==> src/rtl/hazard_stall_controller.sv <==
// hazard_stall_controller: pipeline stall/flush/bubble sequencer for load-use, memory-wait, branch and interrupt-entry hazards
// Ports: clk, rst (sync, active-high); id_src1/2, id_src1/2_used, id_ex_rd, id_ex_mem_read, id_ex_reg_write
// feed load-use detection; mem_busy freezes the pipe; branch_taken flushes IF/ID and ID/EX; int_req pends an
// interrupt that is drained then acknowledged. Outputs: pc/if_id/id_ex/ex_mem stalls, id_ex_bubble,
// if_id_flush, id_ex_flush, int_ack, int_pending. Define STALL_COUNTERS_EN to add lu_stall_cnt and mem_wait_cnt.
module hazard_stall_controller #(
  parameter int REG_ADDR_W    = 3,
  parameter int INT_DRAIN_CYC = 3
) (
  input  logic                  clk,
  input  logic                  rst,
  input  logic [REG_ADDR_W-1:0] id_src1,
  input  logic [REG_ADDR_W-1:0] id_src2,
  input  logic                  id_src1_used,
  input  logic                  id_src2_used,
  input  logic [REG_ADDR_W-1:0] id_ex_rd,
  input  logic                  id_ex_mem_read,
  input  logic                  id_ex_reg_write,
  input  logic                  mem_busy,
  input  logic                  branch_taken,
  input  logic                  int_req,
  output logic                  pc_stall,
  output logic                  if_id_stall,
  output logic                  id_ex_stall,
  output logic                  ex_mem_stall,
  output logic                  id_ex_bubble,
  output logic                  if_id_flush,
  output logic                  id_ex_flush,
  output logic                  int_ack,
  output logic                  int_pending
`ifdef STALL_COUNTERS_EN
  ,
  output logic [15:0]           lu_stall_cnt,
  output logic [15:0]           mem_wait_cnt
`endif
);
  localparam int CW = $clog2(INT_DRAIN_CYC + 1);
  typedef enum logic [1:0] {RUN, DRAIN, ACK} state_t;
  state_t        state, state_nx;
  logic [CW-1:0] cnt, cnt_nx;
  logic          pend, lu, run, drain, ack, freeze, run_lu, run_br;
  assign lu     = id_ex_mem_read & id_ex_reg_write &
                  ((id_src1_used & (id_src1 == id_ex_rd)) | (id_src2_used & (id_src2 == id_ex_rd)));
  assign run    = state == RUN;
  assign drain  = state == DRAIN;
  assign ack    = state == ACK;
  assign freeze = (run | drain) & mem_busy;
  // a taken branch discards the ID instruction, so it masks the load-use bubble
  assign run_lu = run & ~mem_busy & ~branch_taken & lu;
  assign run_br = run & ~mem_busy & branch_taken;
  always_ff @(posedge clk) begin
    if (rst) begin
      state <= RUN;
      cnt   <= '0;
      pend  <= 1'b0;
    end else begin
      state <= state_nx;
      cnt   <= cnt_nx;
      pend  <= int_req | (pend & ~ack);
    end
  end
  always_comb begin
    state_nx = state;
    cnt_nx   = cnt;
    if (run && pend && !mem_busy && !branch_taken && !lu) begin
      state_nx = DRAIN;
      cnt_nx   = CW'(INT_DRAIN_CYC - 1);
    end else if (drain && !mem_busy) begin
      state_nx = cnt == '0 ? ACK : DRAIN;
      cnt_nx   = cnt == '0 ? cnt : cnt - CW'(1);
    end else if (ack) begin
      state_nx = RUN;
    end
  end
  // ACK leaves the PC free so it can load the interrupt vector
  always_comb begin
    pc_stall     = ~rst & (freeze | run_lu | drain);
    if_id_stall  = ~rst & (freeze | run_lu);
    id_ex_stall  = ~rst & freeze;
    ex_mem_stall = ~rst & freeze;
    id_ex_bubble = ~rst & run_lu;
    if_id_flush  = ~rst & (run_br | (drain & ~mem_busy) | ack);
    id_ex_flush  = ~rst & (run | drain) & ~mem_busy & branch_taken;
    int_ack      = ~rst & ack;
    int_pending  = ~rst & pend;
  end
`ifdef STALL_COUNTERS_EN
  always_ff @(posedge clk) begin
    if (rst) begin
      lu_stall_cnt <= '0;
      mem_wait_cnt <= '0;
    end else begin
      if (run_lu && lu_stall_cnt != 16'hFFFF) lu_stall_cnt <= lu_stall_cnt + 16'd1;
      if (freeze && mem_wait_cnt != 16'hFFFF) mem_wait_cnt <= mem_wait_cnt + 16'd1;
    end
  end
`endif
endmodule

==> config.mk <==
export PLATFORM = sky130hd
export DESIGN_NAME = hazard_stall_controller
export DESIGN_NICKNAME = d
export VERILOG_FILES = /design/src/rtl/hazard_stall_controller.sv
export SDC_FILE = /design/constraint.sdc
export NUM_CORES = 1
export LEC_CHECK = 0
export ABC_AREA = 1
export BUFFER_PORTS_ARGS = -buffer_cell sky130_fd_sc_hd__buf_2
export CORE_AREA = 2 2 39 41
export CTS_BUF_LIST = sky130_fd_sc_hd__clkbuf_2 sky130_fd_sc_hd__clkbuf_4 sky130_fd_sc_hd__clkbuf_8
export CTS_CLUSTER_SIZE = 14
export DETAILED_ROUTE_END_ITERATION = 12
export DIE_AREA = 0 0 41 43
export GPL_ROUTABILITY_DRIVEN = 0
export PLACE_DENSITY = 0.76
export SKIP_LAST_GASP = 1
export SYNTH_ARGS = -nofsm -noshare
export SYNTH_HDL_FRONTEND = slang
export SYNTH_SLANG_ARGS = --single-unit
==> constraint.sdc <==
create_clock -name clk -period 0.9 [get_ports clk]
set_input_delay 0.045 -clock clk [delete_from_list [all_inputs] [get_ports clk]]
set_output_delay 0.045 -clock clk [all_outputs]
set_load 0.005 [all_outputs]
Word level (Yosys, flattened, before mapping)
Index checks and enable logic that the tools add are counted.

Output and inout bits: 9. Flip-flop bits (word level): 5. Word-level logic and storage cells: 67. Input port bits: 18.

Equality and inequality tests: 5. Reductions and logical operators: 16. $add $sub $neg: 1. Bitwise gates (word level): 33. Mux-type cells: 7.

Operators by type and width (count): 1-bit bitwise AND (21); 2-bit 2-to-1 mux (6); 1-bit OR (7); 3-bit == test (2); 1-bit logical AND (5); 1-bit inverter (5); 2-bit zero test (2); 2-bit AND reduction (2); 2-bit nonzero test (2); 1-bit zero test (3); 3-bit nonzero test (1); 2-bit by 1-bit == test with 1-bit output (second input constant) (1); 2-bit == test (second input constant) (1); 2-bit inequality test (second input constant) (1); 2-bit OR reduction (1); 2-bit by 1-bit subtractor with 2-bit output (second input constant) (1); 1-bit 2-to-1 mux (1).

Depth between registers and ports, before layout
Gate-level depths: netlist (run 1).

Depth after elaboration: 8. Mapped depth: 10. Depth with buffers taken out: 10.

Worst setup path after synthesis (run 1)
No wires, ideal clock.

Path kind: reg-to-reg. From: reg state[0]. To: reg state[1]. Arrival: 809 ps. Setup slack: -26 ps. Clock period less this slack: 926 ps. Required time: 783 ps. Stages on the path, launching flop included: 7. Library setup time: 117 ps. Path buffers: 0. Cell sequence: dfxtp_1 > nor2_2 > nand3_1 > nor2_2 > nand2_2 > nand2_2 > nor2_1.

Word-level cells in the longest chain between the ends: 6. Elaborated cells on any way between the ends: 11. Those cells by class: eq/ne: 2; mux: 1; reduce/logical: 8.

RTL lines: start: declaration (line 39) `state_t state, state_nx;`; start signal: assignment (line 57) `state <= state_nx;`; 2-bit zero test (line 44) `assign run = state == RUN;`; 1-bit logical AND (4 in series) (line 65) `if (run && pend && !mem_busy && !branch_taken && !lu) begin`; 2-bit OR reduction (no source line).

Several ways; a longest one is shown, not always the timed one. A chain may end at the register's enable or synchronous reset.

Final worst setup path (run 1)
From: reg state[1]. To: out if_id_flush.

Word-level cells in the longest chain between the ends: 6. Elaborated cells on any way between the ends: 9. Those cells by class: eq/ne: 2; bitwise: 6; reduce/logical: 1.

RTL lines: 2-bit zero test (line 44); 1-bit bitwise AND (2 in series) (line 50) `assign run_br = run & ~mem_busy & branch_taken;`; 1-bit OR (line 82) `if_id_flush = ~rst & (run_br | (drain & ~mem_busy) | ack);`; 1-bit OR * (line 82); 1-bit bitwise AND * (line 82); end: declaration (line 27) `output logic if_id_flush,`.

Every way passes the cells marked *; elsewhere a longest branch is shown, timed or not.

==> results of run 1 <==
metrics by stage:
step	utilization	worst slack, ps	area [µm²]
global route	0.485	-337	671
finish	0.485	-300	671
detailed placement	0.426	-83.3	589
global placement	0.426	-63.5	589
floorplan	-	5.21	432
CTS	0.461	-280	638
per-layer routing:
layer	wire length, µm	global-route usage
met4	12	0.100
met2	661	0.244
met1	490	0.181
met5	0	0
met3	55	0.0157
kinds of logic after synthesis:
kind of cell | Yosys count | share of synthesized area
buf+inv | 15 | 0.141
compound gates | 9 | 0.115
simple gates | 49 | 0.509
flops | 5 | 0.235
final timing paths:
check           endpoint     start  depth (start not counted)
max          if_id_flush  state[1]                          4
min                 pend   int_req                          3
max reg2reg     state[1]  state[0]                          6
min reg2reg         pend      pend                          2
Yosys cell counts:
cell type	n	area (µm²)
nand2_2	4	25.0
nor3b_1	1	7.51
o22ai_1	2	12.5
a31oi_1	1	6.26
dfxtp_1	5	100
o21ai_0	2	10.0
nand4_1	1	6.26
nand2_1	22	82.6
or2_1	1	6.26
nor2_1	12	45.0
inv_2	5	18.8
nand3_1	3	15.0
a21oi_1	4	20.0
nor3_1	2	10.0
nor2_2	3	18.8
buf_4	1	7.51
inv_1	9	33.8
final cells by class:
type,count,share of cell area
tap,16,0.0299
multi-input combinational,58,0.451
sequential,5,0.159
inverter,14,0.0821
timing repair buffer,29,0.233
clock buffer,4,0.0448
sequential cells by signal, indices dropped and copies added, names as in the netlist:
register	flops
cnt	2
pend	1
state	2
power breakdown:
part | leakage (nW) | switching, mW | internal, mW
registers | 0.0422 | 0.00699 | 0.229
logic | 0.316 | 0.103 | 0.0871
clock network | 0.0184 | 0.0868 | 0.197
repair_timing:
action / CTS / global route
setup endpoints to repair: 13 / 14
pin swaps: 6 / 3
resized for setup: 6 / 9
gates cloned: 0 / 0
setup buffers: 0 / 1
worst max-delay path, delay by kind of cell, from the launching register on:
family                 cells  cell delay [ps]
buffers and inverters      2              190
flip-flops                 1              340
AND/OR/NAND/NOR            1              240
AO/OA/AOI/OAI              1              140
==> flow_summary.toml, run 1 <==
[run_status]
status = "finished, violations left"
violations = "negative setup slack"

[worst_setup_path]
end_kind = "output pin"
crit_path_start_kind = "register"
r2r_setup_slack_ps = -100
crit_fanout = 6
required_ps = 850
cp_slowest_cell = "dfxtp_2"
crit_path_max_incr_delay_ps = 340
crit_type = "reg2out"
path_cells = "inv_4 > or2_4 > a31oi_1 > buf_2"
crit_arrival_ps = 1150

[route]
vias_per_cell = 4.52
wl_per_cell_um = 9.68
wirelength_um = 1220
num_vias = 569
first_pass_iters = 3
drt_iter0_markers = 2
drc = 0
ant_nets = 0

[finish]
diodes = 0
layout_common_cells = "buf_2, nand2_1, nor2_1, inv_1, inv_2"
syn2layout_area_growth_pct = 57.6
fin_nets = 129
final_cells = 126
layout_commonest_cell = "buf_2"
seqCellArea_um2 = 106
multi_input_area_um2 = 303
num-fill-cells = 160
drive_gt1_frac = 0.518

[yosys]
ys_seq_area_frac = 0.235
yosys_warnings = 0
syn_inst = 78
syn_avg_cell_area_um2 = 5.45
synth_area_um2 = 425
syn_nets = 96
ys_ff_latch = 5
synth_cell_types = 17

[floorplanning]
initial_core_util = 0.307
die_w_um = 41
fp.dieArea_mm2 = 0.00176
fp.dieH_um = 43
rows = 14
ios = 27
fp.coreArea_mm2 = 0.00138

[global_route]
grt_max_degree = 8
grt_pass1_vias = 505
antenna_found_initial = 0
track_usage = 0.153
grt_pass1_wl_um = 1840
grt_overflow = 0

[clocking]
cts_root_buf = "clkbuf_4"
cts_made_buffers = 3
htreeDepth = 1
clock_sinks = 5
ctsLongestPathBuffers = 2
clk_latency_ps = 240
cts_tree = "yes"
clk_pin_slew_ps = 40
ctsHoldBuffers = 0

[timing]
worstMarginPinSlew_ps = 248
layout_setup_ws_ps = -300
rsz0062_at_grt = "yes"
relSlewSlack = 0.833
hold_slack_ps = 13.0
setup_tns_ps = -2200
setup_viol = 13
drv_slew = 0
timing.final.crit_period_ps = 1200
fin_worst_skew_ps = 1.27
hold_viol = 0
fin_crit_sh = 1.33
max_freq_mhz = 833

[placed_design]
dp_hpwl_um = 909
port_buffers = 26
dp.cells = 121

[pwr]
finalPower_mw = 0.710
leakage_nw = 0.377
powerDensity_mw_per_mm2 = 1060
ir_worst_vdd_uv = 597

[flow_run]
timing.max_cap.violations = 0

[min_path]
hp-class = "in2reg"
Power figures use the tool's default switching activity.
==> run 2, diff against run 1 <==
Settings changed: ABC_AREA 1 to unset, PLACE_DENSITY 0.76 to 0.74.
==> flow_summary.toml, run 2 <==
[worst_setup_path]
path_cells = "buf_2 > xnor2_2 > nand2_1 > o31a_2 > o41ai_2 > buf_2"
reg2regPathDepth = 4
worstReg2RegEnd = "cnt[0]"
cp_top_family = "compound AO/OA/AOI/OAI gates"
crit_fanout = 3
worst-path-buf-inv = 2
r2r_setup_slack_ps = -220
cp_slowest_cell = "o31a_2"
crit_path_start_kind = "input port"
cp-startpoint = "id_ex_rd[1]"
r2r-start = "state[1]"
required_ps = 850
critPathMostFrequentCell = "buf_2"
path_depth = 6
end_kind = "output pin"
crit_end = "if_id_stall"
crit_type = "in2out"
crit_arrival_ps = 1210
crit_path_max_incr_delay_ps = 330

[global_route]
grt_pass1_vias = 494
grt_max_degree = 11
track_usage = 0.157
grt_overflow = 0
grt_pass1_wl_um = 1920
antenna_found_initial = 0

[yosys]
syn_avg_cell_area_um2 = 7.60
ys_ff_latch = 5
ys.flop_type = "dfxtp_1"
ys_seq_area_frac = 0.253
async_reset_ff_frac = 0
syn_nets = 70
post-synth-top-count-cell = "nor2_1"
synth_edf_count = 0
synth.top_cell.area_share = 0.253
synth_cell_types = 26
yosysTopAreaCell = "dfxtp_1"
yosys_warnings = 0
synth_area_leaders = "dfxtp_1, xnor2_1, nor2_1, a21oi_1, o21ai_0"
syn_inst = 52
synth.top_cells.by_count = "nor2_1, dfxtp_1, nand2_1"
synth_area_um2 = 395

[clocking]
ctsLongestPathBuffers = 2
htreeDepth = 1
clk_latency_ps = 240
cts_tree = "yes"
ctsHoldBuffers = 0
cts_root_buf = "clkbuf_4"
clk_pin_slew_ps = 40
cts_made_buffers = 3
clock_sinks = 5

[route]
wl_per_cell_um = 12.3
drc = 0
wirelength_um = 1380
vias_per_cell = 4.78
ant_nets = 0
drt_iter0_markers = 4
first_pass_iters = 2
num_vias = 535

[timing]
max_freq_mhz = 794
fin_worst_skew_ps = 1.97
hold_viol = 0
layout_setup_ws_ps = -359
setup_viol = 12
timing.final.crit_period_ps = 1260
rsz0062_at_grt = "yes"
drv_slew = 0
relSlewSlack = 0.846
worstMarginPinSlew_ps = 228
fin_crit_sh = 1.40
hold_slack_ps = 14.8

[finish]
seqCellArea_um2 = 106
largestRegisters = "cnt (2), state (2), pend (1)"
num-fill-cells = 131
diodes = 0
layout_commonest_cell = "buf_2"
multi_input_area_um2 = 368
syn2layout_area_growth_pct = 98.7
layout_common_cells = "buf_2, buf_4"
final_cells = 112
drive_gt1_frac = 0.688
fin_nets = 115
stdcell_area_um2 = 786

[min_path]
hp-class = "in2reg"

[pwr]
leakage_nw = 0.380
powerDensity_mw_per_mm2 = 978
ir_worst_vdd_uv = 611

[floorplanning]
die_w_um = 41
ios = 27
fp.coreArea_mm2 = 0.00138
fp.dieH_um = 43
initial_core_util = 0.286
rows = 14
fp.dieArea_mm2 = 0.00176

[placed_design]
dpl_cell_area_um2 = 649
dp.cells = 106
dp_hpwl_um = 946
port_buffers = 26

[run_status]
status = "finished, violations left"
violations = "negative setup slack"

[flow_run]
timing.max_cap.violations = 0
-- run 2: per-layer routing --
layer / routed length [µm] / vias to the layer above / track usage
met2: 799 / 13 / 0.256
met3: 36 / 2 / 0
li1: - / 277 / -
met4: 17 / 0 / 0.120
met1: 524 / 243 / 0.183
met5: 0 / - / 0
-- run 2: power by group --
group          total (mW)  switching (mW)  internal (mW)
registers           0.237         0.00826          0.228
clock network       0.284          0.0868          0.197
logic               0.248           0.112          0.136
total               0.769           0.207          0.562
-- run 2: worst min path at each step --
stage	startpoint	endpoint	slack, ps	cells after the start
after floorplan	mem_busy	id_ex_flush	120	1
after global routing	int_req	pend	20	3
after CTS	int_req	pend	20	3
final	int_req	pend	10	3
after global placement	int_req	pend	250	3
after detailed placement	int_req	pend	270	3
-- run 2: timing repair --
item | in CTS | in global routing
endpoints found under the setup margin | 13 | 14
setup buffers | 0 | 2
resized for setup | 12 | 8
pin swaps | 5 | 1
-- run 2: area by class of cell --
cell class | instances | share of cell area
clock buffers | 4 | 0.0382
inverters | 1 | 0.00478
multi-input cells | 44 | 0.468
flip-flops and latches | 5 | 0.135
well taps | 16 | 0.0255
repair buffers | 42 | 0.328
-- run 2: worst register-to-register path, cell delays in order (launching register included) --
cell	delay, ps
dfxtp_4	360
or3b_1	380
nand2_1	70
o21ai_1	50
and3b_1	150
-- run 2: per-stage QoR --
stage           util  setup slack (ps)  TNS (ps)  power, mW
2_1_floorplan      -              -169      -493      0.327
3_5_place_dp   0.469              -370     -1980      0.441
4_1_cts        0.526              -345     -2580      0.749
5_1_grt        0.568              -439     -3350      0.828
6_report       0.568              -359     -2510      0.769
3_3_place_gp   0.469              -320     -1830      0.436
-- run 2: kinds of logic (layout without fill, tap and decap cells) --
logic type                after synthesis  count (layout)  share of synthesized area
AOI/OAI and AO/OA                      13              13                      0.222
DFF                                     5               5                      0.253
xor gates and xnor gates                6               6                      0.133
buffers and inverters                   3              47                     0.0380
and+or+nand+nor                        25              25                      0.354
==> run 3, diff against run 2 <==
==> constraint.sdc (replaced) <==
create_clock -name clk -period 0.9 [get_ports clk]
set_input_delay 0.18 -clock clk [delete_from_list [all_inputs] [get_ports clk]]
set_output_delay 0.18 -clock clk [all_outputs]
set_load 0.005 [all_outputs]
==> flow_summary.toml, run 3 (synthesis gave the netlist of run 2 again) <==
[min_path]
hp-class = "in2reg"

[clocking]
clock_sinks = 5
htreeDepth = 1
cts_root_buf = "clkbuf_4"
ctsLongestPathBuffers = 2
clk_pin_slew_ps = 40
clk_latency_ps = 240
cts_tree = "yes"
cts_made_buffers = 3

[worst_setup_path]
cp_slowest_cell = "o31a_2"
crit_path_max_incr_delay_ps = 370
crit_arrival_ps = 1260
crit_type = "in2out"
crit_path_start_kind = "input port"
crit_fanout = 3
path_cells = "buf_2 > xor2_1 > o31a_2 > o41ai_2 > buf_2"
critPathMostFrequentCell = "buf_2"
required_ps = 720
end_kind = "output pin"

[finish]
layout_commonest_cell = "buf_2"
num-fill-cells = 109
syn2layout_area_growth_pct = 120
largestRegisters = "cnt (2), state (2), pend (1)"
drive_gt1_frac = 0.768
fin_nets = 114
seqCellArea_um2 = 109
multi_input_area_um2 = 414
stdcell_area_um2 = 870
final_cells = 111
final_core_util = 0.628
diodes = 0
layout_common_cells = "buf_2, buf_6, buf_4"

[global_route]
grt_overflow = 0
grt_pass1_wl_um = 1940
grt_max_degree = 9
antenna_found_initial = 0
grt_pass1_vias = 512
track_usage = 0.162

[timing]
timing.final.crit_period_ps = 1440
setup_viol = 12
drv_slew = 0
hold_viol = 0
relSlewSlack = 0.788
worstMarginPinSlew_ps = 315
setup_tns_ps = -3900
max_freq_mhz = 693
fin_crit_sh = 1.60
layout_setup_ws_ps = -542
hold_slack_ps = 171
rsz0062_at_grt = "yes"
fin_worst_skew_ps = 1.00

[route]
num_vias = 527
wl_per_cell_um = 11.4
drc = 0
wirelength_um = 1270
first_pass_iters = 3
vias_per_cell = 4.75
drt_iter0_markers = 1
ant_nets = 0

[placed_design]
dpl_worst_slack_ps = -548
dpl_cell_area_um2 = 646
dp_hpwl_um = 881
port_buffers = 26
dp.cells = 103

[floorplanning]
die_w_um = 41
rows = 14
fp.coreArea_mm2 = 0.00138
fp.dieH_um = 43
fp.dieArea_mm2 = 0.00176
ios = 27
initial_core_util = 0.286

[run_status]
violations = "negative setup slack"
status = "finished, violations left"

[flow_run]
timing.max_cap.violations = 0

[pwr]
leakage_nw = 0.394
ir_worst_vdd_uv = 724
finalPower_mw = 0.806
powerDensity_mw_per_mm2 = 927
==> run 3: metal layers <==
layer,global-route usage,vias to the layer above,wire length [µm]
li1,-,275,-
met1,0.180,237,476
met2,0.275,15,725
met3,0.0314,0,63
met4,0.0800,0,0
met5,0,-,0
==> run 3: worst paths after layout <==
check | cells past startpoint | slack, ps | end | start
setup / recovery | 5 | -540 | if_id_stall | id_ex_rd[0]
setup reg to reg | 5 | -300 | cnt[0] | state[1]
hold reg to reg | 2 | 520 | pend | pend
hold / removal | 3 | 170 | pend | int_req
==> run 3: repair_timing <==
item | 4_1_cts | 5_1_grt
setup buffers | 2 | 2
pin swaps | 6 | 7
endpoints found under the setup margin | 13 | 14
hold buffers | 0 | 0
gates resized for setup | 24 | 15
==> run 3: where the power goes <==
part           internal [mW]  total [mW]  switching [mW]
Sequential             0.226       0.236          0.0101
Combinational          0.161       0.279           0.119
Clock                  0.198       0.291          0.0932
Total                  0.584       0.806           0.222
==> run 3: layout make-up <==
cell class                 count  share of cell area
clock buffer                   4              0.0345
timing repair buffer          41               0.337
inverter                       1             0.00432
sequential                     5               0.125
multi-input combinational     44               0.476
tap                           16              0.0230
==> run 3: critical path: cells and delay by family <==
kind                   cells  cell delay (ps)
XOR/XNOR                   1              170
AO/OA/AOI/OAI              2              640
buffers and inverters      2              280
